[src/rtl/dec_onehot_seq.sv]
// Registered binary-to-one-hot decoder with a command engine for load, clear,
// single-step and inclusive range scans (one output per cycle, wrap-around allowed).
module dec_onehot_seq #(
    parameter int N = 4
) (
    input  logic               clk,
    input  logic               rst,
    input  logic               en,
    input  logic               cmd_valid,
    output logic               cmd_ready,
    input  logic [1:0]         cmd_op,
    input  logic [N-1:0]       cmd_bin,
    input  logic [N-1:0]       cmd_last,
    output logic [(2**N)-1:0]  onehot,
    output logic [N-1:0]       index,
    output logic               active,
    output logic               busy,
    output logic               done
);

    localparam int W = 2**N;

    localparam logic [1:0] OP_LOAD  = 2'b00;
    localparam logic [1:0] OP_SCAN  = 2'b01;
    localparam logic [1:0] OP_CLEAR = 2'b10;
    localparam logic [1:0] OP_STEP  = 2'b11;

    typedef enum logic {S_IDLE, S_SCAN} state_t;

    state_t         r_state;
    state_t         w_state_next;
    logic [N-1:0]   r_index;
    logic [N-1:0]   w_index_next;
    logic [N-1:0]   w_index_inc;
    logic [N-1:0]   r_last;
    logic [N-1:0]   w_last_next;
    logic           r_active;
    logic           w_active_next;
    logic           r_done;
    logic           w_done_next;
    logic           w_fire;
    logic [W-1:0]   r_onehot;
    logic [W-1:0]   w_onehot_next;

    assign w_fire      = cmd_valid & cmd_ready;
    assign w_index_inc = r_index + N'(1);

    // State register
    always_ff @(posedge clk) begin
        if (rst) begin
            r_state <= S_IDLE;
        end else begin
            r_state <= w_state_next;
        end
    end

    // Next-state logic
    always_comb begin
        w_state_next = r_state;
        if (en) begin
            case (r_state)
                S_IDLE: begin
                    if (w_fire && cmd_op == OP_SCAN && cmd_bin != cmd_last) begin
                        w_state_next = S_SCAN;
                    end
                end
                S_SCAN: begin
                    if (w_index_inc == r_last) begin
                        w_state_next = S_IDLE;
                    end
                end
                default: w_state_next = S_IDLE;
            endcase
        end
    end

    // FSM outputs
    always_comb begin
        cmd_ready = ~rst & en & (r_state == S_IDLE);
        busy      = (r_state == S_SCAN);
    end

    // Datapath next values; with en low everything, including a pending done, holds.
    always_comb begin
        w_index_next  = r_index;
        w_active_next = r_active;
        w_last_next   = r_last;
        w_done_next   = r_done;
        if (en) begin
            w_done_next = 1'b0;
            if (r_state == S_SCAN) begin
                w_index_next = w_index_inc;
                if (w_index_inc == r_last) begin
                    w_done_next = 1'b1;
                end
            end else if (w_fire) begin
                case (cmd_op)
                    OP_LOAD: begin
                        w_index_next  = cmd_bin;
                        w_active_next = 1'b1;
                    end
                    OP_SCAN: begin
                        w_index_next  = cmd_bin;
                        w_active_next = 1'b1;
                        w_last_next   = cmd_last;
                        w_done_next   = (cmd_bin == cmd_last);
                    end
                    OP_CLEAR: begin
                        w_index_next  = '0;
                        w_active_next = 1'b0;
                    end
                    OP_STEP: begin
                        w_index_next  = r_active ? w_index_inc : '0;
                        w_active_next = 1'b1;
                    end
                    default: begin
                        w_index_next  = r_index;
                    end
                endcase
            end
        end
    end

    // Decode of the next index so the one-hot register always matches index/active.
    generate
        for (genvar gi = 0; gi < W; gi++) begin : g_dec
            assign w_onehot_next[gi] = w_active_next && (w_index_next == N'(gi));
        end
    endgenerate

    always_ff @(posedge clk) begin
        if (rst) begin
            r_index  <= '0;
            r_active <= 1'b0;
            r_last   <= '0;
            r_done   <= 1'b0;
            r_onehot <= '0;
        end else begin
            r_index  <= w_index_next;
            r_active <= w_active_next;
            r_last   <= w_last_next;
            r_done   <= w_done_next;
            r_onehot <= w_onehot_next;
        end
    end

    assign onehot = r_onehot;
    assign index  = r_index;
    assign active = r_active;
    assign done   = r_done;

endmodule

[config.mk]
export PLATFORM = sky130hd
export DESIGN_NAME = dec_onehot_seq
export DESIGN_NICKNAME = d
export VERILOG_FILES = /design/src/rtl/dec_onehot_seq.sv
export SDC_FILE = /design/constraint.sdc
export NUM_CORES = 1
export LEC_CHECK = 0
export ABC_AREA = 1
export BUFFER_PORTS_ARGS = -buffer_cell sky130_fd_sc_hd__buf_2
export CORE_UTILIZATION = 45
export CTS_CLUSTER_SIZE = 8
export DETAILED_ROUTE_END_ITERATION = 6
export GPL_ROUTABILITY_DRIVEN = 1
export GPL_TIMING_DRIVEN = 0
export HOLD_SLACK_MARGIN = 0.1
export PLACE_DENSITY = 0.74
export SLEW_MARGIN = 20
export SYNTH_ARGS = -nofsm -noshare
export SYNTH_HDL_FRONTEND = slang
export SYNTH_SLANG_ARGS = --single-unit
[constraint.sdc]
create_clock -name clk -period 1.3 [get_ports clk]
set_input_delay 0.13 -clock clk [delete_from_list [all_inputs] [get_ports clk]]
set_output_delay 0.13 -clock clk [all_outputs]
set_load 0.01 [all_outputs]
==> results of run 1 <==
==> worst max-delay path by stage <==
stage,end,depth (start not counted)
after CTS,index[2],10
final,onehot[0],10
after global routing,onehot[7],9
after detailed placement,onehot[10],10
after global placement,onehot[10],10
after floorplan,onehot[3],8
==> registers in the layout, indices dropped and copies added (netlist names) <==
register and flops:
active 1, busy 1, done 1, index 4
onehot 16, r_last 4
==> worst max-delay path: stages, from the launching register on <==
cell and delay, ns:
dfxtp_4 0.39, ha_4 0.16, inv_2 0.05, nand2_2 0.05, nand2_2 0.09, nor2_2 0.04
nor3_2 0.13, nor2_1 0.09, nor2_2 0.18, nand2_2 0.11, nor2_1 0.10
==> what timing repair did <==
item | in CTS | in global routing
pin swaps | 17 | 3
resized for setup | 10 | 22
endpoints found under the hold margin | 6 | 5
hold buffers | 1 | 1
buffers inserted | 9 | 4
endpoints found under the setup margin | 27 | 25
==> cells in the final DEF (no fill, tap or decap) <==
cell type / Yosys / layout
a21oi_1: 9 / 6
a21oi_2: 1 / 3
a21oi_4: 1 / 2
buf_12: 0 / 1
buf_2: 0 / 36
buf_4: 1 / 12
buf_6: 0 / 1
clkbuf_4: 0 / 3
clkinvlp_4: 0 / 1
dfxtp_1: 27 / 23
dfxtp_2: 0 / 1
dfxtp_4: 0 / 3
dlygate4sd3_1: 0 / 2
ha_4: 0 / 1
inv_1: 20 / 18
inv_2: 3 / 4
inv_4: 0 / 1
nand2_1: 38 / 30
nand2_2: 7 / 13
nand2_4: 0 / 2
nand3_1: 14 / 10
nand3_2: 1 / 5
nand3b_1: 1 / 1
nand4_1: 2 / 2
nor2_1: 29 / 22
nor2_2: 0 / 7
nor2_4: 1 / 1
nor3_2: 1 / 1
nor3_4: 1 / 1
o21ai_1: 1 / 4
o21ai_2: 1 / 3
o21bai_1: 1 / 1
o22ai_2: 0 / 1
xor2_1: 4 / 4
==> area by class of cell <==
type                    instances  area (um2)
repair buffers                 51       314.1
well taps                      30       37.54
clock inverters                 1       7.507
multi-input cells             120       715.7
fillers                       209       798.3
plain buffers                   1       7.507
flip-flops and latches         27       553.0
inverters                      23       88.84
clock buffers                   3       22.52
==> cell families after synthesis <==
family,Yosys count
adders and majority gates,1
buffers and inverters,24
xor gates and xnor gates,4
and+or+nand+nor,95
DFF,27
AOI/OAI and AO/OA,20
==> power breakdown <==
group	internal, W	switching, W	total [W]	leakage [nW]
clock network	0.000118	0.000268	0.000386	0.0139
logic	0.0000960	0.000139	0.000235	0.597
registers	0.000835	0.0000104	0.000846	0.221
==> per-layer routing <==
metal	wire (um)	vias up
met5	0	-
met4	78	0
met3	197	11
met2	1615	53
met1	1422	634
li1	-	651
==> per-stage QoR <==
stage                     instances  util, %  TNS, ns
after detailed placement        237    58.70   -4.865
after CTS                       251    64.41   -1.815
after global routing            256    68.63   -4.458
after floorplan                 171        -   -1.042
after global placement          237    58.70   -4.330
final                           256    68.63   -2.515
==> run_results.csv, run 1 <==
group,metric,value,unit
timing,rsz0062_at_grt,"yes",
timing,min_period,1.461,ns
synthesis,synth_compound_area_share,9.909,%
timing,skew,0.01353,ns
synthesis,ys.flop_type,"dfxtp_1",
detailed_routing,drt_first_pass_iters,4,
timing,fmax,0.6843,GHz
detailed_routing,ant_nets,0,
synthesis,synth_fa_ha_area_share,1.011,%
detailed_routing,first_iter_violations,44,
synthesis,ys_ff_latch,27,
clock_tree,cts_tree,"built",
synthesis,synth_cell_types,24,
cells_and_area,drive_above_1_share,45.58,%
detailed_routing,routedWlPerCell,12.95,um
synthesis,yosys.area.top_type,"dfxtp_1",
worst_setup_path,path_class,"flip-flop to flip-flop",
worst_setup_path,r2r-start,"index[1]",
detailed_routing,viasPerCell,5.270,
global_routing,use_met1,29.22,%
floorplanning,io_pins,38,
detailed_routing,wl,3314,um
synthesis,netlist_top_cells_count,"38 x nand2_1, 29 x nor2_1, 27 x dfxtp_1, 20 x inv_1, 14 x nand3_1",
placed_design,dp_slack,-0.2626,ns
floorplanning,start_util,48.62,%
global_routing,grt_pass1_vias,1150,
timing,slew_violations,0,
flow_run,drv_cap,0,
synthesis,netlist_instances,171,
floorplanning,fp.dieH,54.44,um
cells_and_area,finish.net_count,242,
run_status,failed_checks,"setup timing",
synthesis,synth-edff-count,0,
worst_setup_path,crit_start,"index[1]",
clock_tree,clk_latency,0.34,ns
synthesis,syn_area,1237,um2
cells_and_area,stdcell_area,1747,um2
timing,relSlewSlack,81.69,%
global_routing,grt_util_met3,3.056,%
cells_and_area,diodes,0,
clock_tree,htree_levels,1,
placed_design,numPortBuffers,36,
placed_design,place_congestion,0.8406,
synthesis,synth_most_common_cell,"nand2_1",
placed_design,post-dp-hpwl,2258,um
clock_tree,path_clk_slew,0.16,ns
floorplanning,die_x,54.44,um
worst_setup_path,endpoint_kind,"flip-flop",
clock_tree,cts_made_buffers,3,
floorplanning,core-area,2545,um2
pwr,ir_drop,0.7534,mV
synthesis,synthTopCellsByArea,"dfxtp_1 44%, nand2_1 12%, nor2_1 8.8%, inv_1 6.1%, nand3_1 5.7%",
hold_path,hold_end,"r_last[0]",
synthesis,post_synth.cell_area_avg,7.236,um2
global_routing,gr-total-overflow,0,
hold_path,hp-class,"input port to flip-flop",
clock_tree,cts_buffer_depth,2,
global_routing,antenna_found_initial,0,
worst_setup_path,rrSetupSlack,-0.16,ns
worst_setup_path,critPathLaunchType,"flip-flop",
global_routing,grt_max_degree,17,
synthesis,synth_top_family_by_area,"simple AND/OR/NAND/NOR gates",
synthesis,syn_nets,186,
worst_setup_path,cp_max_fo,4,
detailed_routing,drc_errors,0,
hold_path,hold_path_depth,3,
synthesis,synth.area.mux_share,0,%
global_routing,grt_use_total,22.83,%
timing,hold-worst-slack,0.07022,ns
synthesis,async_flop_share,0,%
timing,finalWorstSetupSlack,-0.1613,ns
synthesis,synth_xor_area_share,2.831,%
global_routing,grt_pass1_wl,4809,um
global_routing,grt_busiest_layer,"met2",
clock_tree,cts_sinks,27,
worst_setup_path,rr_endpoint,"onehot[0]",
timing,worstMarginPinSlew,0.2737,ns
timing,finalSetupViolCount,19,
worst_setup_path,worstRegToRegCells,10,
floorplanning,row_count,18,
timing,hold_viol,0,
detailed_routing,via_count,1349,
clock_tree,cts_root_buf,"clkbuf_4",
pwr,leakage,0.8314,nW
synthesis,yosys.area_share.simple,34.98,%
placed_design,place_area,1494,um2
run_status,status,"finished with violations",
floorplanning,die-area,2964,um2
synthesis,ys.warnings.count,0,
synthesis,yosysSeqAreaShare,43.68,%
global_routing,gr-usage-met2,38.82,%
timing,min_period_over_period,112.4,%
synthesis,yosysTopAreaCellShare,43.68,%
worst_setup_path,arrival,1.74,ns
pwr,power.total,0.001467,W
worst_setup_path,crit_required,1.58,ns
hold_path,hp-start,"cmd_last[0]",
pwr,power.density,839.8,nW/um2
cells_and_area,area_delta_synth_final,41.15,%
No activity file was read; power rests on OpenSTA's default activity.
==> run 2: changes to the inputs <==
CORE_ASPECT_RATIO = 0.9   (was not set)
CORE_UTILIZATION = 35   (was 45)
PLACE_DENSITY = not set   (was 0.74)
==> run_results.csv, run 2 (synthesis results as in run 1) <==
group,metric,value,unit
run_status,status,"finished with violations",
run_status,failed_checks,"setup timing",
timing,finalSetupViolCount,21,
cells_and_area,diodes,0,
detailed_routing,highest_layer,"met4",
detailed_routing,wirelength_met1,1587,um
cells_and_area,area_delta_synth_final,55.21,%
global_routing,grt_pass1_vias,1144,
timing,worstMarginPinSlew,0.3880,ns
cells_and_area,regArea,555.5,um2
worst_setup_path,cp_common_cell,"nand2_1",
global_routing,grt_pass1_wl,5147,um
clock_tree,htree_levels,1,
worst_setup_path,endpoint_kind,"flip-flop",
clock_tree,cts_root_buf,"clkbuf_8",
detailed_routing,drt_first_pass_iters,4,
detailed_routing,ant_nets,0,
floorplanning,io_pins,38,
worst_setup_path,r2r-start,"index[0]",
floorplanning,die-area,3778,um2
timing,hold-worst-slack,0.1356,ns
clock_tree,cts_buffer_depth,2,
cells_and_area,layout_common_cells,"36 x buf_2, 30 x nand2_1, 24 x nor2_1",
clock_tree,cts_made_buffers,3,
detailed_routing,viasPerCell,4.695,
clock_tree,cts_sinks,27,
clock_tree,clk_latency,0.28,ns
floorplanning,core-area,3378,um2
cells_and_area,finish.net_count,251,
worst_setup_path,worstRegToRegCells,9,
pwr,power.density,834.5,nW/um2
placed_design,post-dp-hpwl,2223,um
worst_setup_path,critical_path.cell_chain,"ha_4, nand2_1, nand2_4, nor2_2, nor3_2, buf_4, o21bai_2, nand2_1, nor2_1",
timing,slew_violations,0,
worst_setup_path,crit_start,"index[0]",
timing,rsz0062_at_grt,"yes",
worst_setup_path,rrSetupSlack,-0.20,ns
global_routing,grt_max_degree,17,
detailed_routing,drc_errors,0,
flow_run,drv_cap,0,
global_routing,gr-total-overflow,0,
worst_setup_path,critPathLaunchType,"flip-flop",
worst_setup_path,crit_required,1.52,ns
cells_and_area,multi_input_area,772.0,um2
floorplanning,die_x,64.68,um
timing,min_period_over_period,115.2,%
timing,relSlewSlack,74.04,%
detailed_routing,dr_wl_met3,109,um
placed_design,dp_slack,-0.2569,ns
timing,fmax,0.6676,GHz
detailed_routing,dr_wl_met2,1629,um
worst_setup_path,rr_endpoint,"onehot[12]",
floorplanning,fp.dieH,58.41,um
timing,skew,0.01099,ns
detailed_routing,routedWlPerCell,12.12,um
detailed_routing,first_iter_violations,62,
floorplanning,row_count,20,
detailed_routing,via_count,1310,
worst_setup_path,cp-endpoint,"onehot[12]",
clock_tree,cts_tree,"built",
cells_and_area,drive_above_1_share,49.79,%
global_routing,grt_use_total,17.94,%
worst_setup_path,crit_slowest_cell,"dfxtp_4",
worst_setup_path,cp_max_fo,4,
clock_tree,path_clk_slew,0.10,ns
cells_and_area,largest_register_ff_count,16,
placed_design,numPortBuffers,36,
floorplanning,start_util,36.63,%
pwr,leakage,0.9203,nW
worst_setup_path,max_stage_delay,0.37,ns
timing,min_period,1.498,ns
hold_path,hp-class,"input port to flip-flop",
timing,hold_viol,0,
cells_and_area,final_common_cell,"buf_2",
worst_setup_path,path_class,"flip-flop to flip-flop",
pwr,ir_drop,0.4319,mV
detailed_routing,wl,3382,um
cells_and_area,nFillCells,334,
placed_design,place_congestion,0.7777,
worst_setup_path,arrival,1.71,ns
global_routing,antenna_found_initial,0,
timing,finalWorstSetupSlack,-0.1978,ns
-- run 2: what timing repair did --
| action | CTS | global route |
|---|---|---|
| endpoints found under the hold margin | 3 | 0 |
| buffers inserted | 13 | 9 |
| setup endpoints to repair | 27 | 25 |
| pin swaps | 31 | 16 |
| resized for setup | 21 | 30 |
| hold buffers | 2 | 0 |
-- run 2: cell type report --
| class | count | area share [%] |
|---|---|---|
| sequential | 27 | 28.93 |
| clock inverter | 1 | 0.3257 |
| timing repair buffer | 60 | 20.20 |
| multi-input combinational | 120 | 40.20 |
| inverter | 23 | 4.951 |
| buffer | 1 | 0.3909 |
| tap | 44 | 2.866 |
| clock buffer | 3 | 2.150 |
-- run 2: worst min-delay path by stage --
stage | startpoint | to | slack [ns] | cells after the start
2_1_floorplan | cmd_last[0] | r_last[0] | 0.32 | 2
4_1_cts | cmd_last[1] | r_last[1] | 0.16 | 3
3_3_place_gp | rst | busy | 0.40 | 2
6_report | cmd_last[1] | r_last[1] | 0.14 | 3
5_1_grt | cmd_last[3] | r_last[3] | 0.14 | 3
3_5_place_dp | rst | busy | 0.39 | 2
-- run 2: through the flow --
stage / TNS, ns / total power, W / instances / utilization, % / area (um2)
floorplan: -1.042 / 0.0009809 / 171 / - / 1276
global placement: -4.980 / 0.001045 / 251 / 44.74 / 1511
detailed placement: -4.936 / 0.001045 / 251 / 44.74 / 1511
CTS: -1.728 / 0.001579 / 270 / 51.63 / 1744
global route: -5.119 / 0.001681 / 279 / 56.85 / 1921
finish: -2.975 / 0.001603 / 279 / 56.85 / 1921
-- run 2: where the power goes --
group | internal, W | total [W] | switching, W
combinational | 0.000108 | 0.000260 | 0.000152
clock | 0.000220 | 0.000501 | 0.000281
sequential | 0.000832 | 0.000843 | 0.0000101
total | 0.00116 | 0.00160 | 0.000442
-- run 2: critical path: cells and delay by family (launching register included) --
family	cells	cell delay, ns
flops	1	0.37
simple gates	6	0.59
buf+inv	1	0.13
compound gates	1	0.17
fa+ha+maj	1	0.17
-- run 2: metal layers --
metal	vias to the layer above	track usage, %
li1	662	-
met1	613	25.27
met2	30	27.67
met3	5	1.938
met4	0	8.254
met5	-	0
==> run 3: changes to the inputs <==
--- a/config.mk
+++ b/config.mk
@@ -9,5 +9,5 @@
 export BUFFER_PORTS_ARGS = -buffer_cell sky130_fd_sc_hd__buf_2
 export CORE_ASPECT_RATIO = 0.9
-export CORE_UTILIZATION = 35
+export CORE_UTILIZATION = 45
 export CTS_CLUSTER_SIZE = 8
 export DETAILED_ROUTE_END_ITERATION = 6
@@ -15,4 +15,5 @@
 export GPL_TIMING_DRIVEN = 0
 export HOLD_SLACK_MARGIN = 0.1
+export PLACE_DENSITY = 0.74
 export SLEW_MARGIN = 20
 export SYNTH_ARGS = -nofsm -noshare
==> constraint.sdc (replaced) <==
create_clock -name clk -period 1.3 [get_ports clk]
set_input_delay 0.13 -clock clk [delete_from_list [all_inputs] [get_ports clk]]
set_output_delay 0.13 -clock clk [all_outputs]
set_load 0.05 [all_outputs]
==> run_results.csv, run 3 (synthesis results as in run 1) <==
group,metric,value,unit
run_status,status,"finished with violations",
run_status,failed_checks,"DRC, setup timing",
worst_setup_path,critPathLaunchType,"flip-flop",
cells_and_area,multi_input_area,780.7,um2
worst_setup_path,max_stage_delay,0.39,ns
cells_and_area,layout_common_cells,"34 x buf_2, 29 x nand2_1, 22 x dfxtp_1",
cells_and_area,diodes,0,
detailed_routing,routedWlPerCell,13.14,um
timing,skew,0.009118,ns
worst_setup_path,critical_path.cell_chain,"ha_4, inv_4, nand2_4, nand2_4, nor2_4, nor3_4, nor2_2, nor2_4, nand2_4, nor2_2",
floorplanning,io_pins,38,
worst_setup_path,critical_path.top_delay_family,"simple AND/OR/NAND/NOR gates",
placed_design,place_area,1498,um2
detailed_routing,first_iter_violations,36,
worst_setup_path,r2r-start,"index[0]",
timing,finalWorstSetupSlack,-0.2431,ns
timing,worstMarginPinSlew,0.3235,ns
global_routing,antenna_found_initial,0,
floorplanning,die_x,57.28,um
cells_and_area,drive_above_1_share,49.11,%
cells_and_area,regArea,554.3,um2
worst_setup_path,crit_slowest_cell,"dfxtp_4",
clock_tree,cts_made_buffers,3,
cells_and_area,final_common_cell,"buf_2",
global_routing,grt_pass1_wl,5202,um
worst_setup_path,endpoint_kind,"flip-flop",
floorplanning,fp.dieH,51.75,um
timing,hold_viol,0,
timing,slew_violations,0,
worst_setup_path,worstRegToRegCells,10,
detailed_routing,wl,3311,um
clock_tree,cts_root_buf,"clkbuf_4",
worst_setup_path,cp_max_fo,4,
clock_tree,cts_sinks,27,
clock_tree,cts_buffer_depth,2,
hold_path,hp-class,"input port to flip-flop",
pwr,leakage,0.8463,nW
global_routing,grt_use_total,23.04,%
timing,hold-worst-slack,0.1007,ns
detailed_routing,ant_nets,0,
global_routing,gr-total-overflow,0,
worst_setup_path,cp_num_cells,10,
worst_setup_path,path_class,"flip-flop to flip-flop",
detailed_routing,via_count,1290,
cells_and_area,stdcell_area,1812,um2
flow_run,drv_cap,0,
cells_and_area,largest_register_ff_count,16,
worst_setup_path,crit_start,"index[0]",
hold_path,hold_path_depth,3,
cells_and_area,nFillCells,215,
worst_setup_path,cp_common_cell,"nand2_4",
floorplanning,die-area,2964,um2
placed_design,post-dp-hpwl,2293,um
pwr,power.density,834.4,nW/um2
timing,rsz0062_at_grt,"yes",
worst_setup_path,arrival,1.82,ns
detailed_routing,viasPerCell,5.119,
timing,min_period_over_period,118.7,%
cells_and_area,finish.net_count,240,
detailed_routing,drt_first_pass_iters,6,
floorplanning,row_count,17,
placed_design,numPortBuffers,36,
placed_design,place_congestion,0.9016,
pwr,power.total,0.001512,W
hold_path,hp-start,"cmd_last[0]",
global_routing,grt_max_degree,17,
worst_setup_path,critical_path.n_buffers_inverters,1,
floorplanning,start_util,48.89,%
timing,finalSetupViolCount,21,
timing,min_period,1.543,ns
clock_tree,htree_levels,1,
clock_tree,cts_tree,"built",
worst_setup_path,crit_required,1.57,ns
pwr,ir_drop,0.6558,mV
clock_tree,clk_latency,0.33,ns
timing,relSlewSlack,78.36,%
global_routing,grt_pass1_vias,1161,
clock_tree,path_clk_slew,0.16,ns
detailed_routing,drc_errors,2,
floorplanning,core-area,2531,um2
timing,fmax,0.6480,GHz
cells_and_area,area_delta_synth_final,46.41,%
## run 3: cell count changes in the layout (fill, tap and decap cells not counted), sizes merged
cell / delta
clkbuf: +1
buf: -13
dlygate4sd3: +1
inv: +1
clkinvlp: -1
## run 3: worst min-delay path: stages
cell and delay (ns):
buf_2 0.11, o21ai_2 0.07, a21oi_1 0.10
## run 3: path summary, 6_finish.rpt
path	end	slack, ns
max	onehot[0]	-0.24
min	r_last[0]	0.10
max reg2reg	onehot[0]	-0.24
min reg2reg	r_last[0]	0.48
## run 3: final cells by class
type,count,area share (%)
multi-input combinational,120,43.09
clock inverter,1,0.3453
tap,28,1.934
sequential,27,30.59
buffer,1,0.4144
clock buffer,3,1.243
inverter,23,5.041
timing repair buffer,49,17.33
## run 3: where the power goes
| part | leakage, nW | total [W] | switching (W) | internal [W] |
|---|---|---|---|---|
| combinational | 0.607 | 0.000289 | 0.000187 | 0.000102 |
| clock | 0.0183 | 0.000378 | 0.000258 | 0.000120 |
| sequential | 0.221 | 0.000845 | 0.00000944 | 0.000835 |
| total | 0.846 | 0.00151 | 0.000454 | 0.00106 |
## run 3: layer usage
metal	GRT usage [%]	vias to the layer above	part of all wire, %	routed length [um]
li1	-	645	-	-
met2	38.43	46	48	1598
met4	4.878	0	1.3	44
met1	30.50	593	43	1423
met3	5.473	6	7.4	244
met5	0	-	0	0
## run 3: repair_timing
action                                 CTS  global route
pin swaps                               13            16
resized for setup                       13            35
endpoints found under the hold margin    7             0
setup endpoints to repair               26            28
hold buffers                             3             0
setup buffers                            9             1
## run 3: stage by stage
| step | TNS, ns | instances | utilization [%] | worst slack, ns |
|---|---|---|---|---|
| after floorplan | -4.308 | 171 | - | -0.2608 |
| after global placement | -3.883 | 235 | 59.17 | -0.2417 |
| after detailed placement | -4.956 | 235 | 59.17 | -0.3156 |
| after CTS | -2.360 | 251 | 66.09 | -0.1561 |
| after global routing | -5.886 | 252 | 71.58 | -0.3294 |
| final | -3.708 | 252 | 71.58 | -0.2431 |
